## src/rtl/pci_arb_pkg.sv

```systemverilog
// Shared definitions for the PCI bus arbiter and the device controllers:
// active-low polarity constants, arbiter state encodings and an index-width helper.
package pci_arb_pkg;

  localparam logic ASSERTED   = 1'b0;
  localparam logic DEASSERTED = 1'b1;

  localparam logic [1:0] ST_PARK    = 2'd0;
  localparam logic [1:0] ST_TURN    = 2'd1;
  localparam logic [1:0] ST_GRANTED = 2'd2;
  localparam logic [1:0] ST_BUSY    = 2'd3;

  function automatic int unsigned IDX_W(input int unsigned n);
    return (n > 1) ? $clog2(n) : 1;
  endfunction

endpackage

```

## src/rtl/rr_pick.sv

```systemverilog
// Combinational round-robin selector: first active request after i_ptr, wrapping,
// with i_ptr itself searched last or skipped entirely when i_excl is set.
module rr_pick
  import pci_arb_pkg::*;
#(
  parameter  int unsigned NDEV = 4,
  localparam int unsigned IW   = IDX_W(NDEV)
) (
  input  logic [NDEV-1:0] i_req,
  input  logic [IW-1:0]   i_ptr,
  input  logic            i_excl,
  output logic            o_valid,
  output logic [IW-1:0]   o_winner
);

  int unsigned w_idx;
  logic [IW-1:0] w_sel;

  always_comb begin
    o_valid  = 1'b0;
    o_winner = i_ptr;
    w_idx    = 0;
    w_sel    = '0;
    // Walk from farthest to nearest so the nearest requester after i_ptr wins.
    for (int unsigned k = NDEV; k >= 1; k--) begin
      w_idx = (32'(i_ptr) + k) % NDEV;
      w_sel = IW'(w_idx);
      if (i_req[w_sel] && !(i_excl && (k == NDEV))) begin
        o_valid  = 1'b1;
        o_winner = w_sel;
      end
    end
  end

endmodule

```

## src/rtl/pci_arbiter.sv

```systemverilog
// Central PCI bus arbiter: round-robin grants with one-cycle turnaround gaps,
// bus parking on a default device and a grant timeout when FRAME never starts.
module pci_arbiter
  import pci_arb_pkg::*;
#(
  parameter  int unsigned NDEV    = 4,
  parameter  int unsigned PARK    = 0,
  parameter  int unsigned TIMEOUT = 16,
  localparam int unsigned IW      = IDX_W(NDEV)
) (
  input  logic            clk,
  input  logic            rst_n,
  input  logic [NDEV-1:0] req,
  input  logic            frame,
  input  logic            irdy,
  output logic [NDEV-1:0] gnt,
  output logic [IW-1:0]   owner,
  output logic            bus_idle
);

  localparam int unsigned   TW          = $clog2(TIMEOUT + 1);
  localparam logic [IW-1:0] PARK_IDX    = IW'(PARK);
  localparam logic [TW-1:0] TIMEOUT_VAL = TW'(TIMEOUT);

  logic [1:0]      r_state,   w_state_d;
  logic [IW-1:0]   r_target,  w_target_d;
  logic            r_to_park, w_to_park_d;
  logic [IW-1:0]   r_owner,   w_owner_d;
  logic [IW-1:0]   r_ptr,     w_ptr_d;
  logic [TW-1:0]   r_timer,   w_timer_d;
  logic [NDEV-1:0] r_gnt,     w_gnt_d;
  logic            r_bus_idle;

  logic [NDEV-1:0] w_req_act;
  logic            w_excl;
  logic            w_valid;
  logic [IW-1:0]   w_winner;
  logic [TW-1:0]   w_timer_inc;

  assign w_req_act   = ~req;
  assign w_excl      = (r_state == ST_GRANTED);
  assign w_timer_inc = r_timer + 1'b1;

  rr_pick #(
    .NDEV(NDEV)
  ) u_rr_pick (
    .i_req    (w_req_act),
    .i_ptr    (r_ptr),
    .i_excl   (w_excl),
    .o_valid  (w_valid),
    .o_winner (w_winner)
  );

  always_comb begin
    w_state_d   = r_state;
    w_target_d  = r_target;
    w_to_park_d = r_to_park;
    w_owner_d   = r_owner;
    w_ptr_d     = r_ptr;
    w_timer_d   = '0;
    case (r_state)
      ST_PARK: begin
        w_owner_d = PARK_IDX;
        if (w_valid && (w_winner == PARK_IDX)) begin
          w_state_d = ST_GRANTED;
          w_ptr_d   = PARK_IDX;
        end else if (w_valid) begin
          w_state_d   = ST_TURN;
          w_target_d  = w_winner;
          w_to_park_d = 1'b0;
        end
      end
      ST_TURN: begin
        if (r_to_park) begin
          w_state_d = ST_PARK;
          w_owner_d = PARK_IDX;
        end else begin
          w_state_d = ST_GRANTED;
          w_owner_d = r_target;
          w_ptr_d   = r_target;
        end
      end
      ST_GRANTED: begin
        if (frame == ASSERTED) begin
          w_state_d = ST_BUSY;
        end else if (req[r_owner] == DEASSERTED || (w_timer_inc == TIMEOUT_VAL)) begin
          if (w_valid) begin
            w_state_d   = ST_TURN;
            w_target_d  = w_winner;
            w_to_park_d = 1'b0;
          end else if (req[r_owner] == ASSERTED) begin
            // Timeout with nobody else waiting: keep the grant, restart the count.
            w_timer_d = '0;
          end else if (r_owner == PARK_IDX) begin
            w_state_d = ST_PARK;
          end else begin
            w_state_d   = ST_TURN;
            w_to_park_d = 1'b1;
          end
        end else begin
          w_timer_d = w_timer_inc;
        end
      end
      default: begin
        if (frame == DEASSERTED && irdy == DEASSERTED) begin
          if (w_valid && (w_winner == r_owner)) begin
            w_state_d = ST_GRANTED;
          end else if (w_valid) begin
            w_state_d   = ST_TURN;
            w_target_d  = w_winner;
            w_to_park_d = 1'b0;
          end else if (r_owner == PARK_IDX) begin
            w_state_d = ST_PARK;
          end else begin
            w_state_d   = ST_TURN;
            w_to_park_d = 1'b1;
          end
        end
      end
    endcase
  end

  always_comb begin
    w_gnt_d = '1;
    if (w_state_d != ST_TURN) begin
      w_gnt_d[w_owner_d] = ASSERTED;
    end
  end

  always_ff @(posedge clk or negedge rst_n) begin
    if (!rst_n) begin
      r_state    <= ST_TURN;
      r_target   <= PARK_IDX;
      r_to_park  <= 1'b1;
      r_owner    <= PARK_IDX;
      r_ptr      <= PARK_IDX;
      r_timer    <= '0;
      r_gnt      <= '1;
      r_bus_idle <= 1'b1;
    end else begin
      r_state    <= w_state_d;
      r_target   <= w_target_d;
      r_to_park  <= w_to_park_d;
      r_owner    <= w_owner_d;
      r_ptr      <= w_ptr_d;
      r_timer    <= w_timer_d;
      r_gnt      <= w_gnt_d;
      r_bus_idle <= frame & irdy;
    end
  end

  assign gnt      = r_gnt;
  assign owner    = r_owner;
  assign bus_idle = r_bus_idle;

endmodule

```

## config.mk

```make
export PLATFORM = sky130hd
export DESIGN_NAME = pci_arbiter
export DESIGN_NICKNAME = d
export VERILOG_FILES = /design/src/rtl/pci_arb_pkg.sv /design/src/rtl/rr_pick.sv /design/src/rtl/pci_arbiter.sv
export SDC_FILE = /design/constraint.sdc
export NUM_CORES = 1
export LEC_CHECK = 0
export BUFFER_PORTS_ARGS = -buffer_cell sky130_fd_sc_hd__buf_2
export CAP_MARGIN = 20
export CORE_MARGIN = 3
export CORE_UTILIZATION = 30
export CTS_CLUSTER_DIAMETER = 40
export DETAILED_ROUTE_END_ITERATION = 10
export MAX_ROUTING_LAYER = met4
export PLACE_DENSITY = 0.48
export SLEW_MARGIN = 20
export SYNTH_ARGS = -nofsm -noshare
export SYNTH_HDL_FRONTEND = slang
export SYNTH_SLANG_ARGS = --single-unit
```

## constraint.sdc

```tcl
create_clock -name clk -period 2.62 [get_ports clk]
set_input_delay 0.524 -clock clk [delete_from_list [all_inputs] [get_ports clk]]
set_output_delay 0.524 -clock clk [all_outputs]
set_load 0.05 [all_outputs]
```

; Word level (Yosys, flattened, before mapping)
; Index checks and enable logic that the tools add are counted.
[classes]
addsub = 5
reduce_logical = 15
mux = 59
bitwise_logic = 4
eq_ne = 13
magnitude_cmp = 7
[ops]
columns = operator, n
row1 = 2-bit 2-to-1 mux, 23
row2 = 1-bit 2-to-1 mux, 21
row3 = 2-bit by 3-bit < comparator with 1-bit output (second input constant), 6
row4 = 5-bit 2-to-1 mux, 3
row5 = 2-bit != test (second input constant), 6
row6 = 2-bit case mux with 3 select lines, 2
row7 = 1-bit binary-select mux with 2-bit select, 5
row8 = 4-bit inverter, 2
row9 = 2-bit case mux with 2 select lines, 2
row10 = 8-bit AND reduction, 1
row11 = 2-bit zero test, 3
row12 = 6-bit AND reduction, 1
row13 = 5-bit by 1-bit adder with 5-bit output (second input constant), 1
row14 = 5-bit == test (second input constant), 1
row15 = 1-bit logical AND, 5
row16 = 2-bit by 1-bit adder with 2-bit output (second input constant), 2
row17 = 2-bit adder (second input constant), 2
row18 = 4-bit 2-to-1 mux, 1
row19 = 3-bit by 1-bit != test with 1-bit output (second input constant), 1
row20 = 3-bit != test (second input constant), 1
row21 = 1-bit case mux with 3 select lines, 1
row22 = 3-bit AND reduction, 1
row23 = 3-bit nonzero test, 1
row24 = 1-bit demux with 2-bit select, 1
row25 = other kinds (10), 10
[totals]
word_cells = 111
ff_bits = 19
out_inout_bits = 7

; Logic depth before layout (Yosys ltp)
[depth]
ltp_word = 15
depth_mapped = 8
depth_no_buf = 7

; By module
; From an unflattened synthesis, not the netlist that was laid out.
[unflattened]
hier_cells = 135
hier_area_um2 = 1267.5
[modules_own_cells]
columns = mod, n_inst, area_per_inst_um2, seq_area_each_um2, cells_per_inst
row1 = pci_arbiter, 1, 1121.1, 484.2, 113
row2 = rr_pick, 1, 146.4, 0.0, 22

; Worst setup path after synthesis
; OpenSTA, ideal clock, no wires.
[synth_path]
path_kind = flip-flop to flip-flop
startpoint = register r_owner[0] (netlist: owner[0])
endpoint = register r_target[0]
setup_time_ns = 0.125
arrival_time_ns = 2.152
stages_incl_launch_ff = 7
synth_period_minus_slack_ns = 2.277
slack_ns = 0.343
path_buffers = 1
cell_sequence = dfrtp_1 clkdlybuf4s18_1 or4_4 a21oi_1 o21ai_1 o2111ai_2 mux2_2
[synth_via]
elab_chain_len = 5
[synth_lines]
columns = item, line
row1 = "start, declared", pci_arbiter.sv:28  ; logic [IW-1:0] r_owner, w_owner_d;
row2 = "start signal, assigned", pci_arbiter.sv:144  ; r_owner <= w_owner_d;
row3 = 1-bit binary-select mux with 2-bit select, pci_arbiter.sv:86  ; end else if (req[r_owner] == DEASSERTED || (w_timer_inc == TIMEOUT_VAL)) begin
row4 = 1-bit 2-to-1 mux (not written as such), pci_arbiter.sv:86
row5 = 1-bit logical OR, pci_arbiter.sv:86
row6 = 2-bit != test (no line), -
row7 = 6-bit AND reduction (no line) *, -
row8 = "end signal, assigned", pci_arbiter.sv:142  ; r_target <= w_target_d;
row9 = "end, declared", pci_arbiter.sv:26  ; logic [IW-1:0] r_target, w_target_d;
; Every way passes the cells marked *; elsewhere a longest branch is shown, timed or not. The select of a mux whose other input is x is not followed.
; A chain may end at the register's enable or synchronous reset.

; Worst setup path after layout
[layout_path]
startpoint = register r_ptr[0]
endpoint = register r_target[0]
[layout_via]
elab_chain_len = 12
[layout_lines]
columns = item, line
row1 = "start, declared", pci_arbiter.sv:29  ; logic [IW-1:0] r_ptr, w_ptr_d;
row2 = "start signal, assigned", pci_arbiter.sv:145  ; r_ptr <= w_ptr_d;
row3 = 2-bit by 1-bit adder with 2-bit output, rr_pick.sv:26  ; w_idx = (32'(i_ptr) + k) % NDEV;
row4 = 1-bit binary-select mux with 2-bit select, rr_pick.sv:28  ; if (i_req[w_sel] && !(i_excl && (k == NDEV))) begin
row5 = 1-bit 2-to-1 mux (not written as such), rr_pick.sv:28
row6 = 1-bit logical AND, rr_pick.sv:28
row7 = 2-bit 2-to-1 mux / 1-bit 2-to-1 mux (equally long branches) (4 in series), rr_pick.sv:28
row8 = "2-bit == test, or another cell as far along", pci_arbiter.sv:106  ; if (w_valid && (w_winner == r_owner)) begin
row9 = "1-bit logical AND, or another cell as far along", pci_arbiter.sv:106
row10 = "3-bit by 1-bit != test with 1-bit output (no line), or another cell as far along", -
row11 = 6-bit AND reduction (no line) / 2-bit case mux with 3 select lines (equally long branches), -
; Parallel ways exist; a longest one is shown, timed or not. The select of a mux whose other input is x is not followed.

==> flow_metrics.env <==
export IMPL_run_status="finished, final reports clean"
export IMPL_areaGrowthSynthToFinish_pct=9.95
export IMPL_clockBufferDepth=2
export IMPL_path_cells="nor2_1 -> o21a_1 -> or4_4 -> a21oi_1 -> o21ai_1 -> o2111ai_2 -> mux2_2"
export IMPL_r2r_start="r_ptr[0]"
export IMPL_reg2reg_to="r_target[0]"
export IMPL_hold_class="input pin to async pin"
export IMPL_pin_count=15
export IMPL_async_reset_ff_share_pct=100
export IMPL_critPathArrivalTime_ns=2.44
export IMPL_reg2reg_slack_ns=0.32
export IMPL_ant_nets=0
export IMPL_synth_edf_count=0
export IMPL_yosys_warnings=0
export IMPL_p_total_w=0.00156
export IMPL_path_class="flip-flop to flip-flop"
export IMPL_worst_r2r_cell_count=7
export IMPL_hpwl_um=2080
export IMPL_synth_top_family_by_area="compound AO/OA/AOI/OAI gates"
export IMPL_track_usage_pct=11.7
export IMPL_setup_tns_ns=0
export IMPL_hold_violations=0
export IMPL_io_buffers=14
export IMPL_tightest_slew_ns=0.426
export IMPL_synth_top_area_share_pct=23.6
export IMPL_die_area_um2=5050
export IMPL_cts_resized=0
export IMPL_period_minus_slack_ns=2.30
export IMPL_peakVddDrop_mv=0.637
export IMPL_worst_path_stages=7
export IMPL_nFillCells=427
export IMPL_clk_pin_slew_ns=0.07
export IMPL_synthCells=129
export IMPL_grt_antenna_before_repair=0
export IMPL_finClkSkew_ns=0.00161
export IMPL_ys_flop_type="dfrtp_1"
export IMPL_muxShareOfSynthArea_pct=7.78
export IMPL_synth_compound_area_share_pct=23.0
export IMPL_netlist_top_cells_count="dfrtp_1 (12), nand2_1 (12), a21oi_1 (8), nor2_1 (8), dfstp_2 (7)"
export IMPL_die_h_um=71.1
export IMPL_antenna_cells=0
export IMPL_drt_iter0_drc=62
export IMPL_crit_family="compound AO/OA/AOI/OAI gates"
export IMPL_critPathBufInv=0
export IMPL_cp_start_kind="flip-flop"
export IMPL_die_x_um=71.1
export IMPL_yosysTopAreaCell="dfrtp_1"
export IMPL_core_area_um2=4030
export IMPL_drive_gt1_share_pct=30.3
export IMPL_ctsHoldBuffers=0
export IMPL_rsz0062_at_grt="false"
export IMPL_finalNetCount=152
export IMPL_synthAdderAreaFrac_pct=0.985
export IMPL_cts_tree="yes"
export IMPL_via_per_inst=5.24
export IMPL_worst_setup_path_end_kind="flip-flop"
export IMPL_cts_root_buf="clkbuf_8"
export IMPL_worst_path_max_fanout=12
export IMPL_yosys_area_share_simple_pct=20.4
export IMPL_ys_seq_elements=19
export IMPL_rows=23
export IMPL_routed_wirelength_um=2810
export IMPL_syn_mean_instance_area_um2=9.84
export IMPL_powerDensity_nw_per_um2=1120
export IMPL_utilization_pct=34.7
export IMPL_max_freq_mhz=435
export IMPL_wl_per_cell_um=14.6
export IMPL_fin_crit_sh_pct=87.8
export IMPL_setup_viol=0
export IMPL_synth_xor_area_share_pct=2.76
export IMPL_leakage_nw=0.591
export IMPL_grt_pass1_vias=951
export IMPL_slowest_stage="dfrtp_1"
export IMPL_worstSetupEndpoint="r_target[0]"
export IMPL_gr_total_overflow=0
export IMPL_maxCapViolCount=0
export IMPL_synthTopCellsByArea="dfrtp_1 (24%), dfstp_2 (14%), nand2_1 (3.5%)"
export IMPL_max_stage_delay_ns=0.58
export IMPL_finalWeightedCongestion=0.834
export IMPL_postSynthNetCount=138
export IMPL_clkSinkCount=19
export IMPL_post_cts_buffers=0
export IMPL_drc=0
export IMPL_start_util_pct=31.5
export IMPL_hold_slack_ns=0.201
export IMPL_vias=1006
export IMPL_grt_pass1_wl_um=4680
export IMPL_grt_max_degree=20
export IMPL_critPathRequiredTime_ns=2.76
export IMPL_startpoint="r_ptr[0]"
export IMPL_synth_cell_types=56
export IMPL_clock_latency_ns=0.25
export IMPL_numCtsBuffers=3
export IMPL_ctsHtreeMaxLevel=1
export IMPL_slew_headroom_pct=71.6
export IMPL_synth_yosys_seq_area_share_pct=38.1
export IMPL_slew_viol_final=0
export IMPL_syn_area_um2=1270
export IMPL_drt_pass1_iter_count=4
[final cells by class]
class | count | area, µm² | area share [%]
inverter | 6 | 22.5 | 1.61
multi-input combinational | 97 | 697 | 49.9
sequential | 19 | 484 | 34.7
timing repair buffer | 16 | 85.1 | 6.09
clock buffer | 4 | 45.0 | 3.23
tap | 50 | 62.6 | 4.48
[layout by cell type (no fill, tap or decap), types with 2 or more instances in the layout]
master    netlist  final
or2_2           2      2
nand2b_1        3      3
mux2_2          3      3
nand3_1         4      4
dfstp_2         7      7
mux2i_1         2      2
inv_1           6      6
mux2_1          2      2
nor2b_1         2      2
o21ai_0         4      4
nor2_1          8      8
buf_2           0     14
a211o_1         2      2
a21oi_1         8      8
clkbuf_8        1      3
dfrtp_1        12     12
buf_4           1      2
nand2_1        12     12
xor2_1          3      3
or3_1           2      2
nor3_1          3      3
o211ai_1        5      5
nor3b_1         2      2
[routing by layer]
metal	track usage, %	wire [µm]	vias to the layer above
met1	17.1	1430	484
li1	-	-	499
met4	3.55	11	0
met3	2.27	95	2
met2	16.3	1270	21
met5	-	0	-
[per-stage QoR]
step                cells  worst slack, ns  cell area, µm²
finish                192            0.320            1400
global route          192            0.213            1400
CTS                   192            0.319            1400
detailed placement    188            0.186            1350
global placement      188            0.219            1350
floorplan             129            0.343            1270
[power by group]
group	internal, W	switching [W]	leakage, nW
clock network	0.000108	0.0000931	0.0228
logic	0.000336	0.000505	0.339
registers	0.000414	0.000103	0.229
total	0.000858	0.000701	0.591
[logic make-up after synthesis]
logic type | Yosys count
AOI/OAI and AO/OA | 37
xor gates and xnor gates | 4
adders and majority gates | 1
buffers and inverters | 13
DFF | 19
muxes | 8
and+or+nand+nor | 47
[flip-flops by register name (all words and copies together), names as in the netlist]
signal	count
r_timer	5
gnt	4
r_state	2
owner	2
bus_idle	1
r_to_park	1
r_ptr	2
r_target	2
[worst min path at each step]
stage	startpoint	endpoint	slack, ns	cells past startpoint
after floorplan	rst_n	owner[0]	0.23	0
after global placement	rst_n	r_target[1]	0.48	1
after detailed placement	r_target[1]	r_target[1]	0.48	1
after CTS	rst_n	owner[1]	0.21	1
after global routing	rst_n	owner[1]	0.22	1
final	rst_n	r_target[0]	0.20	1
Note: power is estimated with default switching activity, not from simulation.
